<file path="src/rtl/cpu_pkg.sv">
// Shared CPU types for the register-file writeback path.
// One request format serves the ALU offer, the memory offer and the writeback queue entries.
package cpu_pkg;
    localparam int REG_ADDR_W = 5;
    localparam int DATA_W     = 32;

    typedef struct packed {
        logic [REG_ADDR_W-1:0] addr;
        logic [DATA_W-1:0]     data;
    } wb_req_t;
endpackage

</file>
<file path="src/rtl/wb_fifo.sv">
// Synchronous FIFO of writeback requests with count/full/empty; one cycle from push to head.
// Push is ignored when full and pop is ignored when empty; WB_SCOREBOARD_EN exposes per-slot address/valid.
module wb_fifo
    import cpu_pkg::*;
#(
    parameter  int DEPTH = 4,
    localparam int PTR_W = $clog2(DEPTH),
    localparam int CNT_W = PTR_W + 1
) (
    input  logic                        clk,
    input  logic                        rst_n,
    input  logic                        i_push,
    input  wb_req_t                     i_push_dat,
    input  logic                        i_pop,
    output wb_req_t                     o_head,
    output logic [CNT_W-1:0]            o_count,
    output logic                        o_full,
    output logic                        o_empty
`ifdef WB_SCOREBOARD_EN
    ,
    output logic [DEPTH-1:0]            o_slot_vld,
    output logic [DEPTH*REG_ADDR_W-1:0] o_slot_addr
`endif
);
    wb_req_t          r_mem [DEPTH];
    logic [PTR_W-1:0] r_wr_ptr;
    logic [PTR_W-1:0] r_rd_ptr;
    logic [CNT_W-1:0] r_count;
    logic             w_push_en;
    logic             w_pop_en;

    assign o_full    = (r_count == CNT_W'(DEPTH));
    assign o_empty   = (r_count == '0);
    assign o_count   = r_count;
    assign o_head    = r_mem[r_rd_ptr];
    assign w_push_en = i_push && !o_full;
    assign w_pop_en  = i_pop && !o_empty;

    // Payload storage needs no reset: validity comes solely from pointers and count.
    always_ff @(posedge clk) begin
        if (w_push_en) r_mem[r_wr_ptr] <= i_push_dat;
    end

    always_ff @(posedge clk or negedge rst_n) begin
        if (!rst_n) begin
            r_wr_ptr <= '0;
            r_rd_ptr <= '0;
            r_count  <= '0;
        end else begin
            if (w_push_en) r_wr_ptr <= r_wr_ptr + 1'b1;
            if (w_pop_en)  r_rd_ptr <= r_rd_ptr + 1'b1;
            case ({w_push_en, w_pop_en})
                2'b10:   r_count <= r_count + 1'b1;
                2'b01:   r_count <= r_count - 1'b1;
                default: r_count <= r_count;
            endcase
        end
    end

`ifdef WB_SCOREBOARD_EN
    // A slot is live when its distance from the read pointer is below the count.
    always_comb begin
        logic [PTR_W-1:0] w_off;
        o_slot_vld  = '0;
        o_slot_addr = '0;
        w_off       = '0;
        for (int i = 0; i < DEPTH; i++) begin
            w_off = PTR_W'(i) - r_rd_ptr;
            o_slot_vld[i] = ({1'b0, w_off} < r_count);
            o_slot_addr[i*REG_ADDR_W +: REG_ADDR_W] = r_mem[i].addr;
        end
    end
`endif
endmodule

</file>
<file path="src/rtl/writeback_arbiter.sv">
// Register-file writeback arbiter: ALU priority, queued memory results, bounded starvation; 1-cycle registered write.
// alu_stall/mem_ready come from registered state only; WB_SCOREBOARD_EN enables the pending scoreboard.
module writeback_arbiter
    import cpu_pkg::*;
#(
    parameter int FIFO_DEPTH   = 4,
    parameter int STARVE_LIMIT = 8
) (
    input  logic                  clk,
    input  logic                  rst_n,
    input  logic                  alu_valid,
    input  logic [REG_ADDR_W-1:0] alu_addr,
    input  logic [DATA_W-1:0]     alu_data,
    output logic                  alu_stall,
    input  logic                  mem_valid,
    output logic                  mem_ready,
    input  logic [REG_ADDR_W-1:0] mem_addr,
    input  logic [DATA_W-1:0]     mem_data,
    output logic [REG_ADDR_W-1:0] wAddr,
    output logic [DATA_W-1:0]     wDin,
    output logic                  wEna,
    output logic [31:0]           pending
);
    localparam int CNT_W = $clog2(FIFO_DEPTH) + 1;
    localparam int SC_W  = $clog2(STARVE_LIMIT + 1);

    wb_req_t               w_alu_req;
    wb_req_t               w_mem_req;
    wb_req_t               w_head;
    wb_req_t               w_sel;
    logic [CNT_W-1:0]      w_count;
    logic                  w_full;
    logic                  w_empty;
    logic                  w_forced;
    logic                  w_pop;
    logic                  w_alu_take;
    logic                  w_push;
    logic [SC_W-1:0]       r_starve_cnt;
    logic                  r_wena;
    logic [REG_ADDR_W-1:0] r_waddr;
    logic [DATA_W-1:0]     r_wdin;
`ifdef WB_SCOREBOARD_EN
    logic [FIFO_DEPTH-1:0]            w_slot_vld;
    logic [FIFO_DEPTH*REG_ADDR_W-1:0] w_slot_addr;
`endif

    assign w_alu_req = '{addr: alu_addr, data: alu_data};
    assign w_mem_req = '{addr: mem_addr, data: mem_data};
    assign w_push    = mem_valid && !w_full;
    assign mem_ready = (w_count != CNT_W'(FIFO_DEPTH));

    wb_fifo #(.DEPTH(FIFO_DEPTH)) u_fifo (
        .clk        (clk),
        .rst_n      (rst_n),
        .i_push     (w_push),
        .i_push_dat (w_mem_req),
        .i_pop      (w_pop),
        .o_head     (w_head),
        .o_count    (w_count),
        .o_full     (w_full),
        .o_empty    (w_empty)
`ifdef WB_SCOREBOARD_EN
        ,
        .o_slot_vld (w_slot_vld),
        .o_slot_addr(w_slot_addr)
`endif
    );

    assign w_forced  = (r_starve_cnt == SC_W'(STARVE_LIMIT)) && !w_empty;
    assign alu_stall = w_forced;

    always_comb begin
        w_pop      = 1'b0;
        w_alu_take = 1'b0;
        w_sel      = w_alu_req;
        if (w_forced) begin
            w_pop = 1'b1;
            w_sel = w_head;
        end else if (alu_valid) begin
            w_alu_take = 1'b1;
        end else if (!w_empty) begin
            w_pop = 1'b1;
            w_sel = w_head;
        end
    end

    // Writes to r0 still consume their slot but never reach the register file.
    always_ff @(posedge clk or negedge rst_n) begin
        if (!rst_n) begin
            r_wena  <= 1'b0;
            r_waddr <= '0;
            r_wdin  <= '0;
        end else if ((w_pop || w_alu_take) && (w_sel.addr != '0)) begin
            r_wena  <= 1'b1;
            r_waddr <= w_sel.addr;
            r_wdin  <= w_sel.data;
        end else begin
            r_wena  <= 1'b0;
        end
    end

    always_ff @(posedge clk or negedge rst_n) begin
        if (!rst_n) begin
            r_starve_cnt <= '0;
        end else if (w_empty || w_pop) begin
            r_starve_cnt <= '0;
        end else if (r_starve_cnt != SC_W'(STARVE_LIMIT)) begin
            r_starve_cnt <= r_starve_cnt + 1'b1;
        end
    end

    assign wEna  = r_wena;
    assign wAddr = r_waddr;
    assign wDin  = r_wdin;

`ifdef WB_SCOREBOARD_EN
    always_comb begin
        pending = '0;
        for (int i = 0; i < FIFO_DEPTH; i++) begin
            if (w_slot_vld[i]) pending[w_slot_addr[i*REG_ADDR_W +: REG_ADDR_W]] = 1'b1;
        end
    end
`else
    assign pending = 32'b0;
`endif
endmodule

</file>
<file path="config.mk">
export PLATFORM = sky130hd
export DESIGN_NAME = writeback_arbiter
export DESIGN_NICKNAME = d
export VERILOG_FILES = /design/src/rtl/cpu_pkg.sv /design/src/rtl/wb_fifo.sv /design/src/rtl/writeback_arbiter.sv
export SDC_FILE = /design/constraint.sdc
export NUM_CORES = 1
export LEC_CHECK = 0
export CAP_MARGIN = 15
export CELL_PAD_IN_SITES_DETAIL_PLACEMENT = 0
export CELL_PAD_IN_SITES_GLOBAL_PLACEMENT = 2
export CORE_ASPECT_RATIO = 0.9
export CORE_MARGIN = 4
export CORE_UTILIZATION = 39
export DETAILED_ROUTE_END_ITERATION = 10
export PLACE_DENSITY_LB_ADDON = 0.2
export SETUP_SLACK_MARGIN = 0.5
export SLEW_MARGIN = 20
export SYNTH_ARGS = -nofsm -noshare
export SYNTH_HDL_FRONTEND = slang
export SYNTH_HIERARCHICAL = 1
export SYNTH_SLANG_ARGS = --single-unit
</file>
<file path="constraint.sdc">
create_clock -name clk -period 3.4 [get_ports clk]
set_clock_uncertainty 0.15 [all_clocks]
set_input_delay 1.02 -clock clk [delete_from_list [all_inputs] [get_ports clk]]
set_output_delay 1.02 -clock clk [all_outputs]
set_load 0.005 [all_outputs]
</file>
==> metrics.txt <==
outcome completed; f_max 359 MHz; Cells after Synth slightly above 400; Root Buffer clkbuf_16; Seq/Total Area, Yosys 69.7%; dpl cells 792; first-pass GRT wire length between 20 and 25 mm; pre-CTS setup slack about 140 ps; wire length per cell roughly 19 µm; number of fill cells 1644; mux cell area share after synthesis 20.2%; Initial DRC Count roughly 160; Compound-Gate Fraction of Synth Area less than 1%; FF/Latch Area 5680 µm²; Final Hold Fails 0; mapped cell area between 8000 and 9000 µm²; hold_buf cts 0; synth unique cells 37; routed vias/inst just under 5; diode count 0; slowest CP cell clkdlybuf4s50_1; cell area power density about 810 nW/µm²; Total Negative Setup Slacks 0 ps; Post-Synth Adder-Cell Area under 10%; Routed WL roughly 16 mm; #FFs+latches synth just under 200; CTS Sinks 197; RSZ-0062 raised after global routing no; Top Family by Delay on Critical Path buffers and inverters; Tcrit/Tclk final around four fifths; maximum vdd drop around 0.0004 V; Die X around 160 µm; First-pass DRT Iterations 4; Reg2Reg Setup Slack 720 ps; CP Launch Type register; Crit Path Max Fanout 5; xor/xnor share of the synthesized area less than 1%; Antenna Nets Post-Route 0; worst-path cell chain buf_4 -> nor2_1 -> nand2_1 -> clkdlybuf4s50_1; main combinational cell family by area after synthesis multiplexers; Final min period between 2000 and 3000 ps; Reg clk slew, reported paths roughly 70 ps; Syn-to-layout area delta 26.6%; # IOs 150; WP buf/inv 2; Initial Utilization between 40% and 50%; Critical Path AT between 1500 and 2000 ps; crit-path max cell delay ~460 ps; total global-route track usage about 14%; Inserted Clock Buffers 17; Row Count 49; worst hold margin between 300 and 400 ps; Setup Viol. Count Final 0; largest net degree at the start of global routing 50; Die Height ~150 µm; Clock Tree Buf Depth 2; Max Cap Violations 0; # H-tree levels 4; layout cells sized above 1 between 30% and 40%; multi-input logic area between 2000 and 2500 µm²; input/output buffers ~120; Placed Instance Area ~9700 µm²; Worst-Skew Late Latency ~420 ps; WP data required between 2000 and 2500 ps; Final HPWL DP 10.3 mm; Hold/Removal Path Class reg -> reg; initial antenna violation count 1; endpoint class of the critical path primary output; non-filler cells, final 830; worst setup margin 616 ps; total gr overflow 0; Core Footprint 20200 µm²; YS warnings 6; Final Cell Area 10300 µm²; vias post-DR about 4000; placer congestion estimate around 0.67; Synth Area in Simple Gates 2.52%; Final Slew Violations 0; number of global-route vias before repair around 4400; Final nets 648; DRC viols 0; synthesized area per cell between 15 and 20 µm²; WS Path Type reg -> out; Leak between 3 and 4 nW; total die area approximately 23000 µm²; CTS tree done
per-layer routing:
metal  routed length [µm]  share of wire (%)  GRT usage (%)
met1                 7020                 45           18.8
met5                    8              0.052              0
met4                  190                1.2           4.13
met3                  864                5.6           4.28
met2                 7440                 48           21.8
cell type report:
cell class,count,area share [%]
flip-flops and latches,197,55.1
multi-input cells,192,21.8
repair buffers,143,14.0
clock buffers,20,4.43
well taps,255,3.10
clock inverters,12,1.23
inverters,11,0.401
where the power goes:
group          switching (mW)  internal, mW  leakage [nW]  total (mW)
Combinational            1.18          1.63          1.49        2.81
Sequential              0.251          3.29          1.92        3.54
Clock                   0.828          1.12         0.280        1.95
timing repair:
action | 4_1_cts | 5_1_grt
buffers inserted | 5 | 1
setup endpoints to repair | 1 | 1
cloned | 0 | 0
gates resized for setup | 5 | 1
pin swaps | 1 | 1
hold endpoints to repair | 0 | 0
placed cells by master (no fill, tap or decap), types with 5 or more instances in the layout:
cell type	instances
mux4_2	37
ha_1	5
clkdlybuf4s50_1	114
clkbuf_16	17
buf_4	20
conb_1	32
mux2_2	70
edfxtp_1	148
buf_12	6
inv_1	9
dfrtp_1	45
worst reg2reg max path: stages, from the launching register on:
cell and delay (ps):
dfrtp_2 500, mux4_2 560, nor4_1 470, o211a_1 290
nor3_4 50, buf_12 200, mux2_1 330
sequential cells by signal, indices dropped and copies added (netlist names):
signal	flops
u_fifo/r_mem	148
wDin	32
wAddr	5
r_starve_cnt	4
u_fifo/o_count	3
u_fifo/r_rd_ptr	2
u_fifo/r_wr_ptr	2
wEna	1
cells by family after synthesis:
logic type | count (synthesis)
AOI/OAI and AO/OA | 6
muxes | 109
buffers and inverters | 57
adders and majority gates | 8
xor gates and xnor gates | 8
other | 1
and+or+nand+nor | 29
DFF | 197
stage by stage:
stage / power [mW] / utilization (%)
floorplan: 5.27 / -
global placement: 6.37 / 47.7
detailed placement: 6.43 / 47.7
CTS: 8.46 / 50.8
global route: 8.81 / 50.9
finish: 8.29 / 50.9
Yosys cell counts (all sizes together):
library cell	count	share of area, %
nand4bb	1	0.20
nor2b	3	0.26
nor4	2	0.34
and2	4	0.31
conb	1	0.046
xnor2	4	0.43
o211a	1	0.12
dfrtp	49	15
nand3	3	0.18
mux2i	1	0.12
edfxtp	148	55
ha	7	1.1
o31a	1	0.11
buf	45	4.2
nor3	5	0.45
nor2	4	0.22
nor3b	2	0.25
mux4	37	10
o21ai	1	0.061
fa	1	0.25
inv	11	0.51
clkbuf	1	0.046
or4	1	0.14
a32oi	2	0.22
xor2	4	0.43
mux2	71	9.8
o311ai	1	0.11
nand2	4	0.18
path summary, 6_finish.rpt:
kind,from,end,cells after the start
setup / recovery,u_fifo/o_count[0],mem_ready,4
hold / removal,wDin[7],wDin[7],1
setup reg to reg,u_fifo/r_rd_ptr[0],wDin[7],6
hold reg to reg,wDin[7],wDin[7],1
max in group asynchronous,rst_n,u_fifo/o_count[1],2
min in group asynchronous,rst_n,wDin[10],2
No activity file was read; power rests on OpenSTA's default activity.
